[config.mk]
export PLATFORM = sky130hd
export DESIGN_NAME = mmx_scoreboard
export DESIGN_NICKNAME = d
export VERILOG_FILES = /design/src/rtl/mmx_pkg.sv /design/src/rtl/mmx_pend_cnt.sv /design/src/rtl/mmx_scoreboard.sv
export SDC_FILE = /design/constraint.sdc
export NUM_CORES = 1
export LEC_CHECK = 0
export BUFFER_PORTS_ARGS = -buffer_cell sky130_fd_sc_hd__buf_4
export CORE_AREA = 3 3 65 67
export CTS_CLUSTER_DIAMETER = 40
export DETAILED_ROUTE_END_ITERATION = 10
export DIE_AREA = 0 0 68 70
export GPL_TIMING_DRIVEN = 1
export PLACE_DENSITY = 0.84
export SLEW_MARGIN = 25
export SYNTH_ARGS = -nofsm -noshare
export SYNTH_HDL_FRONTEND = slang
export SYNTH_SLANG_ARGS = --single-unit
[constraint.sdc]
create_clock -name clk -period 4.35 [get_ports clk]
set_clock_uncertainty 0.1 [all_clocks]
set_input_delay 0.2175 -clock clk [delete_from_list [all_inputs] [get_ports clk]]
set_output_delay 0.2175 -clock clk [all_outputs]
set_load 0.02 [all_outputs]
[src/rtl/mmx_pkg.sv]
// Shared types and constants for the MMX register-read scoreboard.
package mmx_pkg;

  localparam int unsigned MM_IDX_W = 3;
  localparam int unsigned NUM_MM   = 8;
  localparam int unsigned CNT_W    = 2;

  typedef logic [MM_IDX_W-1:0] mm_idx_t;
  typedef logic [CNT_W-1:0]    mm_cnt_t;

  function automatic mm_cnt_t cnt_max();
    return '1;
  endfunction

endpackage

[src/rtl/mmx_pend_cnt.sv]
// Per-register outstanding-write counter; saturates at cnt_max and never drops below zero.
module mmx_pend_cnt
  import mmx_pkg::*;
(
  input  logic clk,
  input  logic rst,
  input  logic inc,
  input  logic dec,
  output logic zero,
  output logic full
);

  mm_cnt_t cnt_q, cnt_d;
  logic    dec_eff;

  assign zero = (cnt_q == '0);
  assign full = (cnt_q == cnt_max());

  always_comb begin
    cnt_d   = cnt_q;
    dec_eff = dec & ~zero;
    // Simultaneous retire and new write cancel out.
    if (inc && !dec_eff && !full) begin
      cnt_d = cnt_q + 1'b1;
    end else if (dec_eff && !inc) begin
      cnt_d = cnt_q - 1'b1;
    end
  end

  always_ff @(posedge clk) begin
    if (rst) begin
      cnt_q <= '0;
    end else begin
      cnt_q <= cnt_d;
    end
  end

endmodule

[src/rtl/mmx_scoreboard.sv]
// MMX register-read stage: RAW/saturation/backpressure stall, output register and
// per-register pending-write tracking retired by writeback.
module mmx_scoreboard
  import mmx_pkg::*;
(
  input  logic              clk,
  input  logic              rst,
  input  logic              dec_valid,
  input  logic              mm1_needed,
  input  logic              mm2_needed,
  input  logic [2:0]        mm1,
  input  logic [2:0]        mm2,
  input  logic [2:0]        dmm,
  input  logic              ld_mm,
  input  logic              flush,
  input  logic              rr_ready,
  input  logic              wb_valid,
  input  logic [2:0]        wb_mm,
  output logic              dec_stall,
  output logic              rr_valid,
  output logic [2:0]        rr_mm1,
  output logic [2:0]        rr_mm2,
  output logic [2:0]        rr_dmm,
  output logic              rr_ld_mm,
  output logic [NUM_MM-1:0] busy_vec,
  output logic              sb_err
);

  logic [NUM_MM-1:0] zero, full, inc, dec;
  logic              raw1, raw2, sat, out_block, issue;

  logic    rr_valid_q, rr_valid_d;
  mm_idx_t rr_mm1_q, rr_mm1_d;
  mm_idx_t rr_mm2_q, rr_mm2_d;
  mm_idx_t rr_dmm_q, rr_dmm_d;
  logic    rr_ld_mm_q, rr_ld_mm_d;
  logic    sb_err_q, sb_err_d;

  for (genvar i = 0; i < NUM_MM; i++) begin : g_cnt
    assign inc[i] = issue & ld_mm & (dmm == mm_idx_t'(i));
    assign dec[i] = wb_valid & (wb_mm == mm_idx_t'(i));

    mmx_pend_cnt u_cnt (
      .clk  (clk),
      .rst  (rst),
      .inc  (inc[i]),
      .dec  (dec[i]),
      .zero (zero[i]),
      .full (full[i])
    );
  end

  // No writeback bypass: a register retiring this cycle still blocks its reader.
  always_comb begin
    raw1      = mm1_needed & ~zero[mm1];
    raw2      = mm2_needed & ~zero[mm2];
    sat       = ld_mm & full[dmm];
    out_block = rr_valid_q & ~rr_ready;
    dec_stall = dec_valid & ~flush & (raw1 | raw2 | sat | out_block);
    issue     = dec_valid & ~flush & ~dec_stall;
  end

  always_comb begin
    rr_valid_d = rr_valid_q;
    rr_mm1_d   = rr_mm1_q;
    rr_mm2_d   = rr_mm2_q;
    rr_dmm_d   = rr_dmm_q;
    rr_ld_mm_d = rr_ld_mm_q;
    if (flush) begin
      rr_valid_d = 1'b0;
    end else if (issue) begin
      rr_valid_d = 1'b1;
      rr_mm1_d   = mm1;
      rr_mm2_d   = mm2;
      rr_dmm_d   = dmm;
      rr_ld_mm_d = ld_mm;
    end else if (rr_ready) begin
      rr_valid_d = 1'b0;
    end
    sb_err_d = sb_err_q | (wb_valid & zero[wb_mm]);
  end

  always_ff @(posedge clk) begin
    if (rst) begin
      rr_valid_q <= 1'b0;
      rr_mm1_q   <= '0;
      rr_mm2_q   <= '0;
      rr_dmm_q   <= '0;
      rr_ld_mm_q <= 1'b0;
      sb_err_q   <= 1'b0;
    end else begin
      rr_valid_q <= rr_valid_d;
      rr_mm1_q   <= rr_mm1_d;
      rr_mm2_q   <= rr_mm2_d;
      rr_dmm_q   <= rr_dmm_d;
      rr_ld_mm_q <= rr_ld_mm_d;
      sb_err_q   <= sb_err_d;
    end
  end

  assign rr_valid = rr_valid_q;
  assign rr_mm1   = rr_mm1_q;
  assign rr_mm2   = rr_mm2_q;
  assign rr_dmm   = rr_dmm_q;
  assign rr_ld_mm = rr_ld_mm_q;
  assign busy_vec = ~zero;
  assign sb_err   = sb_err_q;

endmodule

After elaboration in Yosys (flattened, before gate mapping)
Index checks and enable logic that the tools add are counted.

Output and inout port bits: 21. Logic and storage cells: 202. Bits of input ports: 21. Register bits: 28.

Multiplexer cells: 26. Add/subtract/negate cells: 16. Magnitude comparators: 4. Equal/unequal tests: 22. Reduce and logical (&&, ||, !) cells: 69. Bitwise gates (word level): 51.

Operators with widths (number): AND 1 bit (33); two-way mux 2 bit (16); equality test 3 bit, second input constant (8); logical AND 1 bit (24); zero test 1 bit (24); nonzero test 2 bit (9); adder 2 x 1 -> 2 bit, second input constant (8); equality test 2 bit, second input constant (8); zero test 2 bit (8); < comparator 3 x 4 -> 1 bit, second input constant (4); subtractor 2 x 1 -> 2 bit, second input constant (8); inverter 1 bit (13); binary-select mux 1 bit (select 3 bit) (4); equality test 3 x 2 -> 1 bit, second input constant (4); inverter 8 bit (1); equality test 3 x 1 -> 1 bit, second input constant (2); zero test 3 bit (2); two-way mux 1 bit (6); OR 1 bit (4); AND reduction 2 bit (1); OR reduction 2 bit (1).

Longest topological paths before layout
Gate-level depths: netlist of the first run.

Depth in word-level cells: 17. Mapped depth: 9. Depth with buffers taken out: 7.

By module
Synthesis of the first run repeated with hierarchy kept, for this count alone.

Cell total of the unflattened synthesis: 233. Area, all modules: 1924.3 um^2.

By module, submodules not included: mmx_scoreboard (area an instance 1013.5 um^2, times used 1, cells each 113, sequential area each 240.2 um^2); mmx_pend_cnt (area an instance 113.9 um^2, times used 8, cells each 15, sequential area each 40.0 um^2).

Least setup slack after synthesis of the first run
No wires, ideal clock.

Kind: flip-flop to flip-flop. Start: register g_cnt[6].u_cnt.cnt_q[0]. End: register g_cnt[1].u_cnt.cnt_q[0]. Buffers on the path: 1. Path slack: 1891 ps. Arrival: 2286 ps. Cell stages (with the launch flop): 9. Cells stage by stage: dfxtp_1 > or2_4 > or3b_1 > a32oi_2 > and4bb_1 > buf_4 > a31oi_1 > or4_1 > nor3_2.

Cells in the longest elaborated chain, start to end: 16.

RTL lines: from (decl) (RTL line mmx_pend_cnt.sv:13) `mm_cnt_t cnt_q, cnt_d;`; from (signal assigned) (RTL line mmx_pend_cnt.sv:34) `cnt_q <= cnt_d;`; zero test 2 bit (RTL line mmx_pend_cnt.sv:16) `assign zero = (cnt_q == '0);`; binary-select mux 1 bit (select 3 bit) (on tied branches) (RTL line mmx_scoreboard.sv:55, mmx_scoreboard.sv:56); two-way mux 1 bit (on tied branches) (RTL line mmx_scoreboard.sv:55, mmx_scoreboard.sv:56); inverter 1 bit (on tied branches) (RTL line mmx_scoreboard.sv:55, mmx_scoreboard.sv:56); AND 1 bit (on tied branches) (RTL line mmx_scoreboard.sv:55, mmx_scoreboard.sv:56); OR 1 bit (RTL line mmx_scoreboard.sv:59) `dec_stall = dec_valid & ~flush & (raw1 | raw2 | sat | out_block);`; OR 1 bit (*) (2 in series) (RTL line mmx_scoreboard.sv:59); AND 1 bit (*) (RTL line mmx_scoreboard.sv:59); inverter 1 bit (*) (RTL line mmx_scoreboard.sv:60) `issue = dec_valid & ~flush & ~dec_stall;`; AND 1 bit (*) (RTL line mmx_scoreboard.sv:60); AND 1 bit (*) (2 in series) (RTL line mmx_scoreboard.sv:40) `assign inc[i] = issue & ld_mm & (dmm == mm_idx_t'(i));`; logical AND 1 bit / zero test 1 bit (equally long branches) (RTL line mmx_pend_cnt.sv:23, mmx_pend_cnt.sv:25); logical AND 1 bit (on tied branches) (RTL line mmx_pend_cnt.sv:23, mmx_pend_cnt.sv:25); two-way mux 2 bit / nonzero test 2 bit (equally long branches); to (signal assigned) (RTL line mmx_pend_cnt.sv:34); to (decl) (RTL line mmx_pend_cnt.sv:13).

Mark *: on every way between the ends. The rest lies on a longest branch, timed or not. The select of a mux whose other input is x is not followed. A chain may end at the register's enable or synchronous reset.

Worst setup path after layout of the first run
Start: register g_cnt[6].u_cnt.cnt_q[0]. End: register g_cnt[0].u_cnt.cnt_q[0].

Cells in the longest elaborated chain, start to end: 16.

RTL lines (RTL line): zero test 2 bit (mmx_pend_cnt.sv:16); binary-select mux 1 bit (select 3 bit) (on tied branches) (mmx_scoreboard.sv:55, mmx_scoreboard.sv:56); two-way mux 1 bit (on tied branches) (mmx_scoreboard.sv:55, mmx_scoreboard.sv:56); inverter 1 bit (on tied branches) (mmx_scoreboard.sv:55, mmx_scoreboard.sv:56); AND 1 bit (on tied branches) (mmx_scoreboard.sv:55, mmx_scoreboard.sv:56); OR 1 bit (mmx_scoreboard.sv:59); OR 1 bit (*) (2 in series) (mmx_scoreboard.sv:59); AND 1 bit (*) (mmx_scoreboard.sv:59); inverter 1 bit (*) (mmx_scoreboard.sv:60); AND 1 bit (*) (mmx_scoreboard.sv:60); AND 1 bit (*) (2 in series) (mmx_scoreboard.sv:40); logical AND 1 bit / zero test 1 bit (equally long branches) (mmx_pend_cnt.sv:23, mmx_pend_cnt.sv:25); logical AND 1 bit (on tied branches) (mmx_pend_cnt.sv:23, mmx_pend_cnt.sv:25); two-way mux 2 bit / nonzero test 2 bit (equally long branches); to (signal assigned) (mmx_pend_cnt.sv:34); to (decl) (mmx_pend_cnt.sv:13).

Marked as above.

==> metrics.yaml, run 1 <==
power:
  p_leak_nw: 0.882
  ir_worst_vdd_uv: 201
  p_total_mw: 0.577
  p_per_area_nw_per_um2: 258
critical_path:
  startpoint_type: "flip-flop"
  crit_chain: "or2_4 -> or3b_1 -> a32oi_2 -> nand4bb_1 -> or4_1 -> o2111ai_1 -> nor3_1"
  critPathKind: "flip-flop to flip-flop"
  crit_required_ps: 4410
  end_kind: "flip-flop"
  crit_buf_inv: 0
  critPathMaxStageDelay_ps: 680
  crit_slowest_cell: "or4_1"
  cp_top_family: "simple AND/OR/NAND/NOR gates"
  cp_max_fo: 15
  crit_arrival_ps: 2970
  rrSetupSlack_ps: 1440
floorplan:
  die_w_um: 68
  die_area_um2: 4760
  core_area_um2: 3690
  io-pin-count: 42
  floorplan.initialDensity: 0.495
  die_h_um: 70
  rows: 22
grt:
  grtUsageMet3: 0.0450
  grt_overflow: 0
  grtUsageTotal: 0.221
  grt_pass1_vias: 1684
  grtUsageMet2: 0.334
  grt_pass1_wl_um: 8310
  grt_max_degree: 31
  grt-busiest-layer: "met2"
  antenna_found_initial: 0
  use_met1: 0.305
sta:
  maxSlewHeadroom: 0.575
  finalHoldViolCount: 0
  fmax_ghz: 0.343
  timing.setup.tns_ps: 0
  whs_ps: 87.4
  rsz0062_at_grt: "no"
  fin_crit_ps: 2910
  final-max-slew-violation-count: 0
  finalSetupViolCount: 0
  period_share: 0.670
  worst_pin_slew_ps: 634
placement:
  hpwl_um: 3670
  dp_cells: 306
  globalplace.congestion: 0.975
  port_buffers: 41
logic_synthesis:
  synth_top_area_frac: 0.307
  synth_area_leaders: "dfxtp_1 31%, mux2i_1 5.5%, nor2_1 5.3%, xnor2_1 3.8%, o21ai_0 3.3%"
  synth_ff_type: "dfxtp_1"
  syn_nets: 248
  synthCells: 227
  synth_area_um2: 1820
  synth-edff-count: 0
  synthArstFlopShare: 0
  synth-seq-cells: 28
  ys_types: 52
  avgSynthCellArea_um2: 8.04
  synth_area_leader_cell: "dfxtp_1"
  ys_seq_area_frac: 0.307
  ys_warn_count: 0
clock_network:
  clk_path_buf_depth: 2
  cts_tree: "done"
  clkSinkCount: 28
  clk_latency_ps: 280
  h-tree-depth: 1
  cts_setup_buffers: 0
  clkTransAtPathRegs_ps: 100
  root_buffer: "clkbuf_8"
  cts_inserted_buffers: 3
run_status:
  outcome: "finished, final reports clean"
finish:
  final_core_util: 0.605
  final_nets: 285
  drive_above_1_share: 0.224
  diodes: 0
  syn_to_final_growth_pct: 22.4
  instances_no_fill: 311
worst_hold_path:
  hp-class: "input port to flip-flop"
route:
  ant_nets: 0
  post-route-drc-count: 0
  via_per_inst: 6.13
  post_drt_wl_per_cell_um: 16.4
  vias: 1905
  drt-initial-drc-count: 130
  dr.pass1.iters: 4
  wl_um: 5090
run:
  max_cap_viol_count: 0
-- state kept, by name, summed over array words and instances (netlist names) --
name,count
g_cnt.u_cnt.cnt_q,16
rr_dmm,3
rr_ld_mm,1
rr_mm1,3
rr_mm2,3
rr_valid,1
sb_err,1
-- repair_timing --
item	in CTS	in global routing
hold buffers	1	0
endpoints found under the hold margin	1	0
resized for setup	0	0
-- path summary, 6_finish.rpt --
kind	startpoint	to	cells after the start
worst max-delay path	g_cnt[6].u_cnt.cnt_q[0]	g_cnt[0].u_cnt.cnt_q[0]	7
worst min-delay path	wb_valid	sb_err	3
worst max register to register	g_cnt[6].u_cnt.cnt_q[0]	g_cnt[0].u_cnt.cnt_q[0]	7
worst min register to register	sb_err	sb_err	2
-- routing by layer --
layer  vias up  share of wire
met3        11          0.099
li1        909              -
met1       882           0.43
met2       103           0.46
met5         -              0
met4         0          0.018
-- power breakdown --
part	leakage (nW)	total, mW	internal, mW	switching, mW
Clock	0.0357	0.205	0.123	0.0815
Sequential	0.227	0.266	0.262	0.00382
Combinational	0.620	0.106	0.0444	0.0615
-- worst min-delay path: cells and delay by family --
family / cells / cell delay [ps]
simple gates: 1 / 70
compound gates: 1 / 60
buf+inv: 1 / 90
-- area by class of cell --
type / count / area, um^2
Timing Repair Buffer: 43 / 325
Multi-Input combinational cell: 183 / 1200
Inverter: 5 / 18.8
Clock inverter: 1 / 30.0
Sequential cell: 28 / 561
Fill cell: 336 / 1460
Tap cell: 48 / 60.1
Clock buffer: 3 / 41.3
-- cells in the mapped netlist, drive strengths merged, types with 4 or more instances --
library cell / number
nor4: 4
buf: 4
dfxtp: 28
nand2: 15
or2: 8
nor2: 26
nor2b: 6
nor3: 12
a311oi: 4
a31oi: 8
xnor2: 8
mux2i: 10
inv: 5
nand2b: 7
clkbuf: 7
a21oi: 8
nor3b: 8
o21ai: 13
-- kinds of logic after synthesis --
| logic type | after synthesis | synth area share |
|---|---|---|
| buf+inv | 16 | 0.0370 |
| mux | 11 | 0.0672 |
| compound gates | 51 | 0.190 |
| simple gates | 110 | 0.346 |
| flops | 28 | 0.307 |
| xor+xnor | 11 | 0.0528 |
-- cells in the final DEF, fill, tap and decap left out, drive strengths merged, types with 5 or more instances in the layout --
cell type / netlist / final
buf: 4 / 42
dfxtp: 28 / 28
nor2: 26 / 26
nand2: 15 / 15
o21ai: 13 / 13
nor3: 12 / 12
mux2i: 10 / 10
a21oi: 8 / 8
a31oi: 8 / 8
xnor2: 8 / 8
nor3b: 8 / 8
or2: 8 / 8
nand2b: 7 / 7
nor2b: 6 / 6
inv: 5 / 5
-- through the flow --
step	cell area [um^2]	setup WS [ps]
floorplan	1820	1890
global placement	2150	1560
detailed placement	2150	1490
CTS	2230	1470
global route	2230	1240
finish	2230	1440
No activity file was read; power rests on OpenSTA's default activity.
==> run 2, diff against run 1 <==
- ABC_AREA: not set -> 1
- CORE_AREA: 3 3 65 67 -> 3 3 66 68
- DIE_AREA: 0 0 68 70 -> 0 0 69 71
- clock period: 4.35 -> 3 ns (I/O delays scaled with it)
==> metrics.yaml, run 2 <==
grt:
  grtUsageMet2: 0.350  # was 0.334
  grtUsageTotal: 0.203  # was 0.221
  antenna_found_initial: 0  # unchanged
  grt_overflow: 0  # unchanged
  grtUsageMet3: 0.0341  # was 0.0450
  grt_max_degree: 17  # was 31
  grt_pass1_wl_um: 8190  # was 8310 um
  grt_pass1_vias: 1857  # was 1684
  grt-busiest-layer: "met2"  # unchanged
  use_met1: 0.268  # was 0.305
sta:
  fmax_ghz: 0.454  # was 0.343 GHz
  rsz0062_at_grt: "no"  # unchanged
  worst_pin_slew_ps: 802  # was 634 ps
  final-max-slew-violation-count: 0  # unchanged
  whs_ps: 6.08  # was 87.4 ps
  finalHoldViolCount: 0  # unchanged
  fin_crit_ps: 2200  # was 2910 ps
  setup_ws_ps: 799  # was 1440 ps
  timing.setup.tns_ps: 0  # unchanged
  maxSlewHeadroom: 0.461  # was 0.575
  finalSetupViolCount: 0  # unchanged
  period_share: 0.734  # was 0.670
worst_hold_path:
  hp-class: "input port to flip-flop"  # unchanged
  timing.hold.worst_path_depth: 3  # unchanged
  hp-start: "flush"  # was wb_valid
  worstHoldEndpoint: "rr_valid"  # was sb_err
clock_network:
  cts_inserted_buffers: 3  # unchanged
  clkSinkCount: 28  # unchanged
  h-tree-depth: 1  # unchanged
  clk_path_buf_depth: 2  # unchanged
  root_buffer: "clkbuf_8"  # unchanged
  clkTransAtPathRegs_ps: 100  # about the same
  ctsHoldBuffers: 0  # was 1
  post_cts_resized: 0  # unchanged
  cts_tree: "done"  # unchanged
  clk_latency_ps: 280  # about the same
  cts_setup_buffers: 0  # unchanged
power:
  p_per_area_nw_per_um2: 332  # was 258 nW/um^2
  ir_worst_vdd_uv: 205  # was 201 uV
  p_leak_nw: 1.17  # was 0.882 nW
  p_total_mw: 0.766  # was 0.577 mW
placement:
  globalplace.congestion: 0.894  # was 0.975
  hpwl_um: 3870  # was 3670 um
  place_ws_ps: 851  # was 1490 ps
  dp_cells: 402  # was 306
  port_buffers: 41  # unchanged
critical_path:
  critPathKind: "flip-flop to flip-flop"  # unchanged
  r2r-end: "g_cnt[6].u_cnt.cnt_q[1]"  # was g_cnt[0].u_cnt.cnt_q[0]
  r2r_start: "g_cnt[7].u_cnt.cnt_q[1]"  # was g_cnt[6].u_cnt.cnt_q[0]
  startpoint_type: "flip-flop"  # unchanged
  r2r_cells: 12  # was 7
  crit_buf_inv: 0  # unchanged
  crit_slowest_cell: "dfxtp_1"  # was or4_1
  critPathMaxStageDelay_ps: 340  # was 680 ps
  crit_required_ps: 3070  # was 4410 ps
  setup.worst_path.start: "g_cnt[7].u_cnt.cnt_q[1]"  # was g_cnt[6].u_cnt.cnt_q[0]
  crit_chain: "nor2_1 -> nand2_1 -> nand3_1 -> nand3_1 -> nand3_1 -> nand3_1 -> nor3_2 -> nand4_1 -> nand2_1 -> nor2_1 -> nor2_1 -> nor2_1"  # was or2_4 -> or3b_1 -> a32oi_2 -> nand4bb_1 -> or4_1 -> o2111ai_1 -> nor3_1
  cp_top_family: "simple AND/OR/NAND/NOR gates"  # unchanged
  cp_max_fo: 7  # was 15
  crit_arrival_ps: 2270  # was 2970 ps
  end_kind: "flip-flop"  # unchanged
  rrSetupSlack_ps: 800  # was 1440 ps
finish:
  top_register: "g_cnt.u_cnt.cnt_q"  # unchanged
  layout_commonest_cell: "nand2_1"  # was buf_4
  diodes: 0  # unchanged
  instances_no_fill: 405  # was 311
  syn_to_final_growth_pct: 20.7  # was 22.4%
  drive_above_1_share: 0.234  # was 0.224
  final_nets: 378  # was 285
  largest_register_ff_count: 16  # unchanged
  layout_common_cells: "85 x nand2_1, 45 x inv_1, 43 x nor2_1"  # was 42 x buf_4, 28 x dfxtp_1, 26 x nor2_1
logic_synthesis:
  synth_area_leaders: "dfxtp_1 29%, nand2_1 17%, inv_1 8.8%, nor2_1 8.4%, a21oi_1 6.5%"  # was dfxtp_1 31%, mux2i_1 5.5%, nor2_1 5.3%, xnor2_1 3.8%, o21ai_0 3.3%
  synth_commonest_cells: "85 x nand2_1, 45 x inv_1, 43 x nor2_1, 28 x dfxtp_1, 25 x a21oi_1"  # was 28 x dfxtp_1, 26 x nor2_1, 15 x nand2_1, 12 x o21ai_0
  synth_area_leader_cell: "dfxtp_1"  # unchanged
  synthCells: 314  # was 227
  avgSynthCellArea_um2: 6.10  # was 8.04 um^2
  ys_warn_count: 0  # unchanged
  synth.most_common_cell: "nand2_1"  # was dfxtp_1
  syn_nets: 335  # was 248
  synth-edff-count: 0  # unchanged
  synthArstFlopShare: 0  # unchanged
  synth_ff_type: "dfxtp_1"  # unchanged
  synth_top_area_frac: 0.293  # was 0.307
  synth-seq-cells: 28  # unchanged
  synth_area_um2: 1910  # was 1820 um^2
  ys_types: 27  # was 52
  ys_seq_area_frac: 0.293  # was 0.307
floorplan:
  die_area_um2: 4900  # was 4760 um^2
  die_w_um: 69  # was 68 um
  core_area_um2: 3910  # was 3690 um^2
  die_h_um: 71  # was 70 um
  rows: 23  # was 22
  floorplan.initialDensity: 0.489  # was 0.495
  io-pin-count: 42  # unchanged
route:
  dr.pass1.iters: 4  # unchanged
  wl_um: 4930  # was 5090 um
  vias: 2008  # was 1905
  via_per_inst: 4.96  # was 6.13
  post-route-drc-count: 0  # unchanged
  ant_nets: 0  # unchanged
  drt-initial-drc-count: 117  # was 130
  post_drt_wl_per_cell_um: 12.2  # was 16.4 um
run:
  max_cap_viol_count: 0  # unchanged
run_status:
  outcome: "finished, final reports clean"  # unchanged
run 2: changes by cell type after synthesis, sizes merged, moves of 7 or more:
cell    delta
xnor2      -8
nand2b     -7
or2        -8
a21oi     +21
nor2      +27
inv       +45
nand2     +81
nor3b      -8
nor3       -9
mux2i     -10
nand3     +27
a31oi      -8
run 2: where the power goes:
| part | leakage [nW] | switching (mW) | internal (mW) |
|---|---|---|---|
| Clock | 0.0216 | 0.116 | 0.0903 |
| Combinational | 0.923 | 0.104 | 0.0650 |
| Sequential | 0.227 | 0.00705 | 0.384 |
| Total | 1.17 | 0.227 | 0.539 |
run 2: per-stage QoR:
stage / cell area, um^2 / utilization
floorplan: 1910 / -
global placement: 2270 / 0.580
detailed placement: 2270 / 0.580
CTS: 2310 / 0.590
global route: 2310 / 0.590
finish: 2310 / 0.590
run 2: cell families after synthesis:
logic type             count (synthesis)  share of synthesized area
AOI/OAI and AO/OA                     43                      0.129
DFF                                   28                      0.293
and+or+nand+nor                      189                      0.468
buffers and inverters                 54                      0.110
run 2: metal layers:
layer / share of wire / routed length (um)
met1: 0.46 / 2280
met2: 0.47 / 2340
met3: 0.053 / 262
met4: 0.0089 / 44
met5: 0 / 0
run 2: layout make-up:
cell class / instances / area [um^2]
Sequential cell: 28 / 561
Multi-Input combinational cell: 232 / 1140
Tap cell: 50 / 62.6
Fill cell: 380 / 1600
Inverter: 50 / 188
Timing Repair Buffer: 42 / 315
Clock buffer: 3 / 41.3
run 2: tightest hold or removal path, cell delays in order:
cell     delay (ps)
buf_4            80
a211o_1          90
inv_1            30
run 2: how the worst max path moves through the flow:
stage / endpoint / slack [ps] / cells after the start
6_report: g_cnt[6].u_cnt.cnt_q[1] / 800 / 12
5_1_grt: g_cnt[6].u_cnt.cnt_q[1] / 520 / 12
4_1_cts: g_cnt[6].u_cnt.cnt_q[1] / 830 / 12
3_5_place_dp: g_cnt[6].u_cnt.cnt_q[1] / 850 / 12
3_3_place_gp: g_cnt[7].u_cnt.cnt_q[1] / 920 / 12
2_1_floorplan: g_cnt[0].u_cnt.cnt_q[1] / 1170 / 14
